**config.mk**
```make
export PLATFORM = sky130hd
export DESIGN_NAME = discharge_responder
export DESIGN_NICKNAME = d
export VERILOG_FILES = /design/src/rtl/discharge_responder.sv
export SDC_FILE = /design/constraint.sdc
export NUM_CORES = 1
export LEC_CHECK = 0
export CORE_MARGIN = 8
export CORE_UTILIZATION = 50
export DETAILED_ROUTE_END_ITERATION = 8
export PLACE_DENSITY = 0.83
export SLEW_MARGIN = 25
export SYNTH_ARGS = -nofsm -noshare
export SYNTH_HDL_FRONTEND = slang
export SYNTH_SLANG_ARGS = --single-unit
```
**constraint.sdc**
```tcl
create_clock -name CELCLK -period 2.24 [get_ports CELCLK]
set_input_delay 0.56 -clock CELCLK [delete_from_list [all_inputs] [get_ports CELCLK]]
set_output_delay 0.56 -clock CELCLK [all_outputs]
set_load 0.03 [all_outputs]
```
**src/rtl/discharge_responder.sv**
```systemverilog
// Responder side of the four-phase discharge handshake: drives the discharge switch,
// blanks and debounces the output-low comparator, then acknowledges or reports a timeout.
module discharge_responder #(
    parameter int BLANK_CNT = 4,
    parameter int DEB_CNT   = 8,
    parameter int TMO_CNT   = 2000
) (
    input  logic CELCLK,
    input  logic CELRSTN,
    input  logic CELV,
    input  logic CELG,
    input  logic SUB,
    input  logic dis_req,
    input  logic vlow,
    output logic dis_en,
    output logic dis_ack,
    output logic dis_err,
    output logic busy
);

    typedef enum logic [2:0] {
        IDLE  = 3'd0,
        BLANK = 3'd1,
        DISCH = 3'd2,
        DONE  = 3'd3,
        FAULT = 3'd4
    } state_t;

    localparam logic [3:0]  BLANK_LIM = 4'(BLANK_CNT);
    localparam logic [3:0]  DEB_LIM   = 4'(DEB_CNT);
    localparam logic [11:0] TMO_LIM   = 12'(TMO_CNT);

    state_t      state_reg, state_next;
    logic [3:0]  blank_cnt_reg, blank_cnt_next;
    logic [3:0]  deb_cnt_reg, deb_cnt_next;
    logic [11:0] tmo_cnt_reg, tmo_cnt_next;
    logic        vlow_meta_reg, vlow_s_reg;
    logic        dis_en_reg, dis_ack_reg, dis_err_reg, busy_reg;
    logic        dis_en_next, dis_ack_next, dis_err_next, busy_next;

    logic [3:0]  blank_inc, deb_inc;
    logic [11:0] tmo_inc;

    // Power and substrate pins carry no logic; folded into a sink so they stay connected.
    logic unused_pins;
    assign unused_pins = CELV ^ CELG ^ SUB;

    // Saturating increments so no counter can ever wrap.
    assign blank_inc = (blank_cnt_reg == 4'hF)   ? blank_cnt_reg : blank_cnt_reg + 4'd1;
    assign deb_inc   = (deb_cnt_reg == 4'hF)     ? deb_cnt_reg   : deb_cnt_reg + 4'd1;
    assign tmo_inc   = (tmo_cnt_reg == 12'hFFF)  ? tmo_cnt_reg   : tmo_cnt_reg + 12'd1;

    always_ff @(posedge CELCLK or negedge CELRSTN) begin
        if (!CELRSTN) begin
            state_reg     <= IDLE;
            blank_cnt_reg <= '0;
            deb_cnt_reg   <= '0;
            tmo_cnt_reg   <= '0;
            vlow_meta_reg <= 1'b0;
            vlow_s_reg    <= 1'b0;
            dis_en_reg    <= 1'b0;
            dis_ack_reg   <= 1'b0;
            dis_err_reg   <= 1'b0;
            busy_reg      <= 1'b0;
        end else begin
            state_reg     <= state_next;
            blank_cnt_reg <= blank_cnt_next;
            deb_cnt_reg   <= deb_cnt_next;
            tmo_cnt_reg   <= tmo_cnt_next;
            vlow_meta_reg <= vlow;
            vlow_s_reg    <= vlow_meta_reg;
            dis_en_reg    <= dis_en_next;
            dis_ack_reg   <= dis_ack_next;
            dis_err_reg   <= dis_err_next;
            busy_reg      <= busy_next;
        end
    end

    always_comb begin
        state_next     = state_reg;
        blank_cnt_next = blank_cnt_reg;
        deb_cnt_next   = deb_cnt_reg;
        tmo_cnt_next   = tmo_cnt_reg;
        case (state_reg)
            IDLE: begin
                if (dis_req) begin
                    state_next     = BLANK;
                    blank_cnt_next = '0;
                    deb_cnt_next   = '0;
                    tmo_cnt_next   = '0;
                end
            end
            BLANK: begin
                if (!dis_req) begin
                    state_next = IDLE;
                end else begin
                    blank_cnt_next = blank_inc;
                    tmo_cnt_next   = tmo_inc;
                    if (tmo_inc == TMO_LIM) begin
                        state_next = FAULT;
                    end else if (blank_inc == BLANK_LIM) begin
                        state_next   = DISCH;
                        deb_cnt_next = '0;
                    end
                end
            end
            DISCH: begin
                if (!dis_req) begin
                    state_next = IDLE;
                end else begin
                    tmo_cnt_next = tmo_inc;
                    deb_cnt_next = vlow_s_reg ? deb_inc : 4'd0;
                    // Debounce completion takes priority over a coincident timeout.
                    if (vlow_s_reg && (deb_inc == DEB_LIM)) begin
                        state_next = DONE;
                    end else if (tmo_inc == TMO_LIM) begin
                        state_next = FAULT;
                    end
                end
            end
            DONE, FAULT: begin
                if (!dis_req) begin
                    state_next = IDLE;
                end
            end
            default: state_next = IDLE;
        endcase
    end

    // Outputs are decoded from the next state and registered, so they move on the same edge as the FSM.
    always_comb begin
        dis_en_next  = (state_next == BLANK) || (state_next == DISCH);
        busy_next    = (state_next == BLANK) || (state_next == DISCH);
        dis_ack_next = (state_next == DONE);
        dis_err_next = (state_next == FAULT);
    end

    assign dis_en  = dis_en_reg;
    assign dis_ack = dis_ack_reg;
    assign dis_err = dis_err_reg;
    assign busy    = busy_reg;

endmodule

```
==> results of run 1 <==
[power by group through the flow]
stage / combinational, W / sequential, W / clock (W)
6_report: 0.000256 / 0.000559 / 0.000410
5_1_grt: 0.000277 / 0.000564 / 0.000435
4_1_cts: 0.000227 / 0.000558 / 0.000418
3_5_place_dp: 0.000209 / 0.000563 / 0
3_3_place_gp: 0.000205 / 0.000563 / 0
2_1_floorplan: 0.000143 / 0.000556 / 0
[logic make-up (layout without fill, tap and decap cells)]
family | count (synthesis) | count (layout)
compound gates | 75 | 75
flops | 28 | 28
xor+xnor | 3 | 3
simple gates | 82 | 82
buf+inv | 22 | 58
fa+ha+maj | 3 | 3
mux | 3 | 3
[worst max-delay path, stage by stage (launching register included)]
cell and delay [ns]:
dfrtp_2 0.47, buf_4 0.16, xnor2_1 0.15, a31o_2 0.18, nand3_2 0.10, or4_4 0.57
o31ai_4 0.33, a21oi_2 0.13, o2bb2ai_1 0.16
[worst max path at each step]
stage / start / slack (ns) / to
after detailed placement: tmo_cnt_reg[0] / -0.14 / deb_cnt_reg[1]
after CTS: tmo_cnt_reg[0] / -0.008 / deb_cnt_reg[1]
after global routing: tmo_cnt_reg[9] / -0.20 / deb_cnt_reg[0]
after floorplan: tmo_cnt_reg[0] / 0.08 / deb_cnt_reg[0]
after global placement: tmo_cnt_reg[0] / -0.12 / deb_cnt_reg[1]
final: tmo_cnt_reg[3] / -0.12 / deb_cnt_reg[1]
[stage by stage]
step,area (µm²),util,power (W),instances,setup slack [ns]
after CTS,2280,0.622,0.00120,293,-0.00787
after global placement,2150,0.586,0.000768,287,-0.116
after detailed placement,2150,0.586,0.000773,287,-0.143
final,2380,0.651,0.00123,300,-0.123
after floorplan,1900,-,0.000699,216,0.0825
after global routing,2380,0.651,0.00128,300,-0.200
[what timing repair did]
action	in CTS	in global routing
cloned	0	0
endpoints found under the setup margin	6	9
resized for setup	11	13
pin swaps	0	11
setup buffers	2	7
[synthesized netlist by cell type (all sizes together), types with 2 or more instances]
cell type | number | share of area
dfrtp | 28 | 0.37
o21ai | 21 | 0.055
nand2 | 18 | 0.036
a21oi | 17 | 0.047
nor2 | 16 | 0.032
nand3 | 13 | 0.034
buf | 10 | 0.043
inv | 8 | 0.016
a31oi | 7 | 0.023
nand2b | 6 | 0.020
and3 | 5 | 0.017
a22o | 4 | 0.018
a2bb2oi | 4 | 0.018
clkbuf | 4 | 0.014
nor3 | 4 | 0.016
ha | 3 | 0.020
mux2i | 3 | 0.016
nor3b | 3 | 0.012
o31ai | 3 | 0.019
a211oi | 2 | 0.0079
a21o | 2 | 0.0079
a31o | 2 | 0.0092
and2b | 2 | 0.0079
and4 | 2 | 0.0099
nand4 | 2 | 0.014
o21a | 2 | 0.0079
o22ai | 2 | 0.0066
o2bb2ai | 2 | 0.0092
o32ai | 2 | 0.0092
xnor2 | 2 | 0.0092
[metal layers]
layer / part of all wire / vias to the layer above
met4: 0.029 / 0
li1: - / 879
met3: 0.059 / 11
met1: 0.43 / 865
met5: 0 / -
met2: 0.48 / 84
[cell type report]
cell class,count,share of cell area
Multi-Input combinational cell,166,0.480
Sequential cell,28,0.296
Timing Repair Buffer,46,0.157
Tap cell,48,0.0252
Clock buffer,3,0.0173
Clock inverter,1,0.0126
Inverter,8,0.0126
==> results_dict.tcl, run 1 <==
set metrics [dict create \
    status "finished with violations" \
    violations "negative setup slack" \
    crit_path_max_fanout 7 \
    avgSynthCellArea_um2 8.79 \
    worstHoldEndpoint "vlow_s_reg" \
    multi_input_area_um2 1140 \
    ys_types 57 \
    portBuffers 7 \
    setup_tns_ns -0.453 \
    slew_viol_final 0 \
    p_int_w 0.000889 \
    setup_violations 4 \
    initial_core_util 0.519 \
    ir_drop_uv 302 \
    ff2ff_path_depth 8 \
    post-route-drc-count 0 \
    clock_latency_ns 0.28 \
    synth_top_family_by_area "compound AO/OA/AOI/OAI gates" \
    synth.area.mux_share 0.0158 \
    synth_top_flop_cell "dfrtp_1" \
    dieArea_um2 6030 \
    ys.warnings.count 0 \
    synth_compound_area_frac 0.263 \
    gp_congestion 0.948 \
    drt_pass1_iterations 5 \
    synthCells 216 \
    critPathLaunchType "register" \
    p_leak_nw 1.02 \
    first_iter_violations 264 \
    r2r-end "deb_cnt_reg[1]" \
    drive_above_1_share 0.282 \
    vias 1839 \
    hold_viol_final 0 \
    maxCapViolations 0 \
    dp_hpwl_mm 2.95 \
    worst_slew_pin_slew_ns 0.706 \
    grt.met3_usage 0.0161 \
    clockBufferDepth 2 \
    slew_headroom 0.523 \
    grt_first_pass_wirelength_mm 7.43 \
    comb_power_share 0.209 \
    cp.required_ns 2.42 \
    die_x_um 77.6 \
    mostFrequentLayoutCell "buf_4" \
    synth_fa_ha_area_frac 0.0198 \
    switching_power_w 0.000336 \
    min_path_cells 0 \
    nets 263 \
    p_per_area_nw_per_um2 514 \
    rrSetupSlack_ns -0.12 \
    timing.rr.start "tmo_cnt_reg[3]" \
    fillers 279 \
    grt_pass1_vias 1655 \
    ctsHtreeMaxLevel 1 \
    diodes 0 \
    routedWlPerCell_um 16.3 \
    grt_overflow 0 \
    ant_nets 0 \
    cts_tree "done" \
    fin_ws_ns -0.123 \
    rsz0062_at_grt "true" \
    finClkSkew_ns 0.00221 \
    gr-usage-met1 0.182 \
    synth_area_um2 1900 \
    largest_reg_flops 12 \
    ff_latch_area_um2 706 \
    seqPwrFrac 0.456 \
    synth_fp_nets 226 \
    ys_ff_latch 28 \
    busiest_layer "met2" \
    numCtsBuffers 3 \
    rows 22 \
    switching_share 0.275 \
    hp-start "vlow_meta_reg" \
    grt_start_max_net_pins 29 \
    ios 11 \
    synth_edf_count 0 \
    wirelength_mm 4.88 \
    max_freq_ghz 0.423 \
    antenna_found_initial 0 \
    final_cell_mix "36 x buf_4, 24 x dfrtp_1, 21 x o21ai_0, 17 x nand2_1" \
    synthXorXnorAreaFrac 0.0138 \
    synthToLayoutAreaGrowth_pct 25.6 \
    clock_sinks 28 \
    core_area_um2 3660 \
    crit_type "reg -> reg" \
    hold_path_class "reg -> reg" \
    fp.dieH_um 77.6 \
    synthSimpleGateAreaFrac 0.246 \
    endpoint_kind "register" \
    clockRootBuffer "clkbuf_8" \
    min_period_ns 2.36 \
    clk_pin_slew_worst_paths_ns 0.10 \
    worstPathArrival_ns 2.54 \
    fin_hold_ws_ns 0.357 \
    ys_seq_area_frac 0.369 \
    clkPwrFrac 0.335 \
    cts_hold_buf 0 \
    ys_async_sr_fraction 1.00 \
    finalCritPeriodShare 1.05 \
    vias_per_cell 6.13 \
    use_met2 0.242 \
    grt_usage 0.145 \
]
No activity file was read; power rests on OpenSTA's default activity.
==> inputs of run 2 (changes only) <==
GPL_TIMING_DRIVEN = 1   (was unset)
PLACE_DENSITY = 0.81   (was 0.83)
SETUP_SLACK_MARGIN = 0.15   (was unset)
clock period = 3 ns   (was 2.24 ns; I/O delays follow)
==> run 2 against run 1 <==
Compared with the run above:
- the flow now finishes without violations
- die area unchanged
- power fell by 30%
- global-route usage decreased by 0.39 points
- worst setup slack improved by 0.54 ns
- count of clock-buffer cells in the layout did not move
- sequential power fell by 25%
- via count decreased by 9.8%
- clock skew is 0.0050 ns higher
- combinational power fell by 48%
- largest power group unchanged
==> results_dict.tcl, run 2 (same netlist as run 1, synthesis figures left out) <==
set metrics [dict create \
    status "complete, no violations" \
    seqPwrFrac 0.488 \
    finalCritPeriodShare 0.862 \
    cp_cell_sequence "ha_2, inv_1, or4b_1, nand3_1, or4_4, o31ai_4, a211oi_1, o2bb2ai_1" \
    hold_path_class "reg -> reg" \
    ff_latch_area_um2 701 \
    p_leak_nw 0.838 \
    diodes 0 \
    fin_hold_ws_ns 0.361 \
    cts_tree "done" \
    final_cell_mix "28 x dfrtp_1, 21 x o21ai_0, 18 x nand2_1, 16 x nor2_1, 16 x a21oi_1" \
    fp.dieH_um 77.6 \
    mostFrequentLayoutCell "dfrtp_1" \
    post-route-drc-count 0 \
    endpoint_kind "register" \
    crit_path_max_fanout 14 \
    dieArea_um2 6030 \
    gp_congestion 0.862 \
    crit_type "reg -> reg" \
    switching_power_w 0.000233 \
    maxCapViolations 0 \
    core_area_um2 3660 \
    vias 1659 \
    comb_power_share 0.155 \
    ios 11 \
    cp_top_family "simple AND/OR/NAND/NOR gates" \
    vias_per_cell 6.21 \
    slew_headroom 0.567 \
    setup_tns_ns 0 \
    ir_drop_uv 174 \
    rows 22 \
    clockBufferDepth 2 \
    crit_slowest_cell "or4b_1" \
    slew_viol_final 0 \
    critPathLaunchType "register" \
    clockRootBuffer "clkbuf_8" \
    nets 230 \
    largest_reg_flops 12 \
    cts_hold_buf 0 \
    die_x_um 77.6 \
    hold_viol_final 0 \
    p_per_area_nw_per_um2 421 \
    max_freq_ghz 0.387 \
    fillers 331 \
    final_util 0.559 \
    clock_sinks 28 \
    clkPwrFrac 0.357 \
    finalPower_w 0.000862 \
    clk_pin_slew_worst_paths_ns 0.10 \
    clock_latency_ns 0.29 \
    ant_nets 0 \
    first_iter_violations 156 \
    ctsHtreeMaxLevel 1 \
    min_period_ns 2.59 \
    initial_core_util 0.519 \
    synthToLayoutAreaGrowth_pct 7.77 \
    switching_share 0.270 \
    numCtsBuffers 3 \
    setup_violations 0 \
    dp_hpwl_mm 2.80 \
    p_int_w 0.000629 \
    worstPathArrival_ns 2.75 \
    drt_pass1_iterations 4 \
    grt_overflow 0 \
    critPathBufInv 1 \
    rsz0062_at_grt "false" \
    finClkSkew_ns 0.00720 \
    portBuffers 7 \
    slowest_delay_ns 0.56 \
    grt_first_pass_wirelength_mm 7.28 \
    worst_slew_pin_slew_ns 0.641 \
    drive_above_1_share 0.100 \
    wirelength_mm 4.14 \
    cp.required_ns 3.16 \
    multi_input_area_um2 1070 \
    antenna_found_initial 0 \
    routedWlPerCell_um 15.5 \
    grt_usage 0.141 \
    grt_pass1_vias 1590 \
    grt_start_max_net_pins 29 \
]
## run 2: worst register-to-register path, delay by kind of cell, from the launching register on
kind            cells  cell delay [ns]
compound gates      3             0.55
fa+ha+maj           1             0.42
buf+inv             1             0.15
flops               1             0.52
simple gates        3             0.83
## run 2: area by class of cell
cell class | instances | area share
Multi-Input combinational cell | 166 | 0.523
Timing Repair Buffer | 13 | 0.0562
Inverter | 8 | 0.0147
Clock inverter | 1 | 0.0147
Tap cell | 48 | 0.0293
Clock buffer | 3 | 0.0202
Sequential cell | 28 | 0.342
## run 2: final timing paths
path	slack, ns	to	from	depth (start not counted)
worst max-delay path	0.41	deb_cnt_reg[1]	tmo_cnt_reg[1]	8
worst min-delay path	0.36	vlow_s_reg	vlow_meta_reg	0
worst max register to register	0.41	deb_cnt_reg[1]	tmo_cnt_reg[1]	8
worst min register to register	0.36	vlow_s_reg	vlow_meta_reg	0
max in group asynchronous	1.90	blank_cnt_reg[2]	CELRSTN	2
min in group asynchronous	0.83	tmo_cnt_reg[2]	CELRSTN	2
## run 2: metal layers
layer / track usage / part of all wire / vias to the layer above / wire length (µm)
met4: 0.0811 / 0.030 / 0 / 123
met5: 0 / 0 / - / 0
li1: - / - / 811 / -
met3: 0.0161 / 0.032 / 11 / 132
met2: 0.232 / 0.47 / 48 / 1940
met1: 0.175 / 0.47 / 789 / 1940
## run 2: what timing repair did
| action | CTS | global route |
|---|---|---|
| endpoints found under the setup margin | 0 | 7 |
| setup buffers | 0 | 0 |
| endpoints found under the hold margin | 0 | 0 |
| resized for setup | 0 | 2 |
## run 2: metrics by stage
stage	area (µm²)	setup WS (ns)	cells
after floorplan	1900	0.843	216
after global placement	1970	0.355	263
after detailed placement	1970	0.250	263
after CTS	2040	0.185	267
after global routing	2050	0.224	267
final	2050	0.413	267
## run 2: power by group through the flow
stage | sequential, W | combinational [W] | clock [W]
after floorplan | 0.000415 | 0.000107 | 0
after global placement | 0.000427 | 0.000127 | 0
after detailed placement | 0.000428 | 0.000130 | 0
after CTS | 0.000420 | 0.000132 | 0.000313
after global routing | 0.000423 | 0.000148 | 0.000326
final | 0.000420 | 0.000134 | 0.000308
==> inputs of run 3 (changes only) <==
clock period = 3.1 ns   (was 3 ns; I/O delays follow)
==> run 3 against run 2 <==
Compared with the run above:
- critical endpoint is now state_reg[2]
- via count down 2.2%
- routed wire length down 8.0%
- count of clock-buffer cells in the layout unchanged
- highest routed layer unchanged
- largest cell class unchanged
- combinational power down 6%
- worst hold slack worse by 0.0016 ns
- sequential power down 3%
- cell count down 0.37%
- cell area down 0.67%
- die area unchanged
- power down 4.0%
- first-iteration DRC count down 13%
==> results_dict.tcl, run 3 (same netlist as run 1, synthesis figures left out) <==
set metrics [dict create \
    status "complete, no violations" \
    vias_per_cell 6.10 \
    finalPower_w 0.000827 \
    dp_cells 262 \
    cts_hold_buf 0 \
    die_x_um 77.6 \
    finClkSkew_ns 0.00359 \
    grt_usage 0.129 \
    ant_nets 0 \
    routedWlPerCell_um 14.3 \
    cts_tree "done" \
    largest_reg_flops 12 \
    worst_slew_pin_slew_ns 0.639 \
    ios 11 \
    ff2ff_path_depth 8 \
    p_leak_nw 0.833 \
    portBuffers 7 \
    hold_path_class "reg -> reg" \
    antenna_found_initial 0 \
    post-route-drc-count 0 \
    setup_tns_ns 0 \
    initial_core_util 0.519 \
    drt_pass1_iterations 4 \
    clockRootBuffer "clkbuf_8" \
    min_period_ns 2.61 \
    gp_congestion 0.874 \
    dieArea_um2 6030 \
    setup_violations 0 \
    ctsResizeCount 0 \
    dp_hpwl_mm 2.68 \
    ir_drop_uv 201 \
    cp.required_ns 3.33 \
    slowest_delay_ns 0.53 \
    finalInstanceArea_um2 2030 \
    worstPathArrival_ns 2.83 \
    crit_type "reg -> reg" \
    use_met2 0.206 \
    cts_setup_buffers 0 \
    drive_above_1_share 0.0917 \
    core_area_um2 3660 \
    busiest_layer "met2" \
    grt_overflow 0 \
    rows 22 \
    clockBufferDepth 2 \
    layoutNonFillerInstCount 266 \
    numCtsBuffers 3 \
    hold_viol_final 0 \
    clk_pin_slew_worst_paths_ns 0.10 \
    wirelength_mm 3.81 \
    crit_path_max_fanout 14 \
    clock_sinks 28 \
    cp_top_family "simple AND/OR/NAND/NOR gates" \
    dpl_cell_area_um2 1960 \
    gr-usage-met1 0.166 \
    endpoint_kind "register" \
    grt_start_max_net_pins 29 \
    grt.met3_usage 0.0127 \
    p_per_area_nw_per_um2 407 \
    critPathLaunchType "register" \
    slew_viol_final 0 \
    final_cell_mix "28 x dfrtp_1, 21 x o21ai_0, 18 x nand2_1, 16 x nor2_1, 16 x a21oi_1" \
    worst-path-stages 8 \
    cp_cell_sequence "ha_2, nand3_1, nor2_1, mux2i_1, nor4_1, nand2_1, nor3_1, o21a_1" \
    nets 229 \
    fin_hold_ws_ns 0.360 \
    mostFrequentLayoutCell "dfrtp_1" \
    rsz0062_at_grt "false" \
    vias 1623 \
    grt_pass1_vias 1534 \
    grt_first_pass_wirelength_mm 6.67 \
    finalCritPeriodShare 0.841 \
    crit_slowest_cell "dfrtp_1" \
    diodes 0 \
    maxCapViolations 0 \
    min_path_cells 0 \
    first_iter_violations 135 \
    synthToLayoutAreaGrowth_pct 7.05 \
    clock_latency_ns 0.28 \
    fp.dieH_um 77.6 \
    max_freq_ghz 0.384 \
    ctsHtreeMaxLevel 1 \
    slew_headroom 0.568 \
    critPathBufInv 0 \
]
==> run 3: metal layers <==
layer  part of all wire  vias up
met5                  0        -
met4              0.024        0
met3              0.034       10
met2               0.47       42
met1               0.47      763
li1                   -      808
==> run 3: layout make-up <==
type,instances,area (µm²)
fillers,324,1630
multi-input cells,166,1060
repair buffers,12,108
flip-flops and latches,28,701
clock buffers,3,41.3
clock inverters,1,30.0
inverters,8,30.0
well taps,48,60.1
==> run 3: worst register-to-register path: cells and delay by family, from the launching register on <==
family,cells,cell delay [ns]
flip-flops,1,0.53
multiplexers,1,0.18
AO/OA/AOI/OAI,1,0.14
adder cells (fa/ha/maj),1,0.41
AND/OR/NAND/NOR,5,1.30
==> run 3: per-stage QoR <==
step	setup WS (ns)	util
after global routing	0.257	0.555
after CTS	0.373	0.555
final	0.494	0.555
after global placement	0.450	0.535
after floorplan	0.943	-
after detailed placement	0.399	0.535
==> run 3: report_power, final <==
group	total (W)	switching (W)	internal, W
registers	0.000407	0.0000268	0.000380
clock network	0.000294	0.000121	0.000173
logic	0.000126	0.0000722	0.0000540
==> run 3: worst paths after layout <==
kind,start,endpoint,slack (ns)
worst max-delay path,tmo_cnt_reg[1],state_reg[2],0.49
worst min-delay path,vlow_meta_reg,vlow_s_reg,0.36
worst max register to register,tmo_cnt_reg[1],state_reg[2],0.49
worst min register to register,vlow_meta_reg,vlow_s_reg,0.36
max in group asynchronous,CELRSTN,blank_cnt_reg[3],1.97
min in group asynchronous,CELRSTN,tmo_cnt_reg[0],0.85
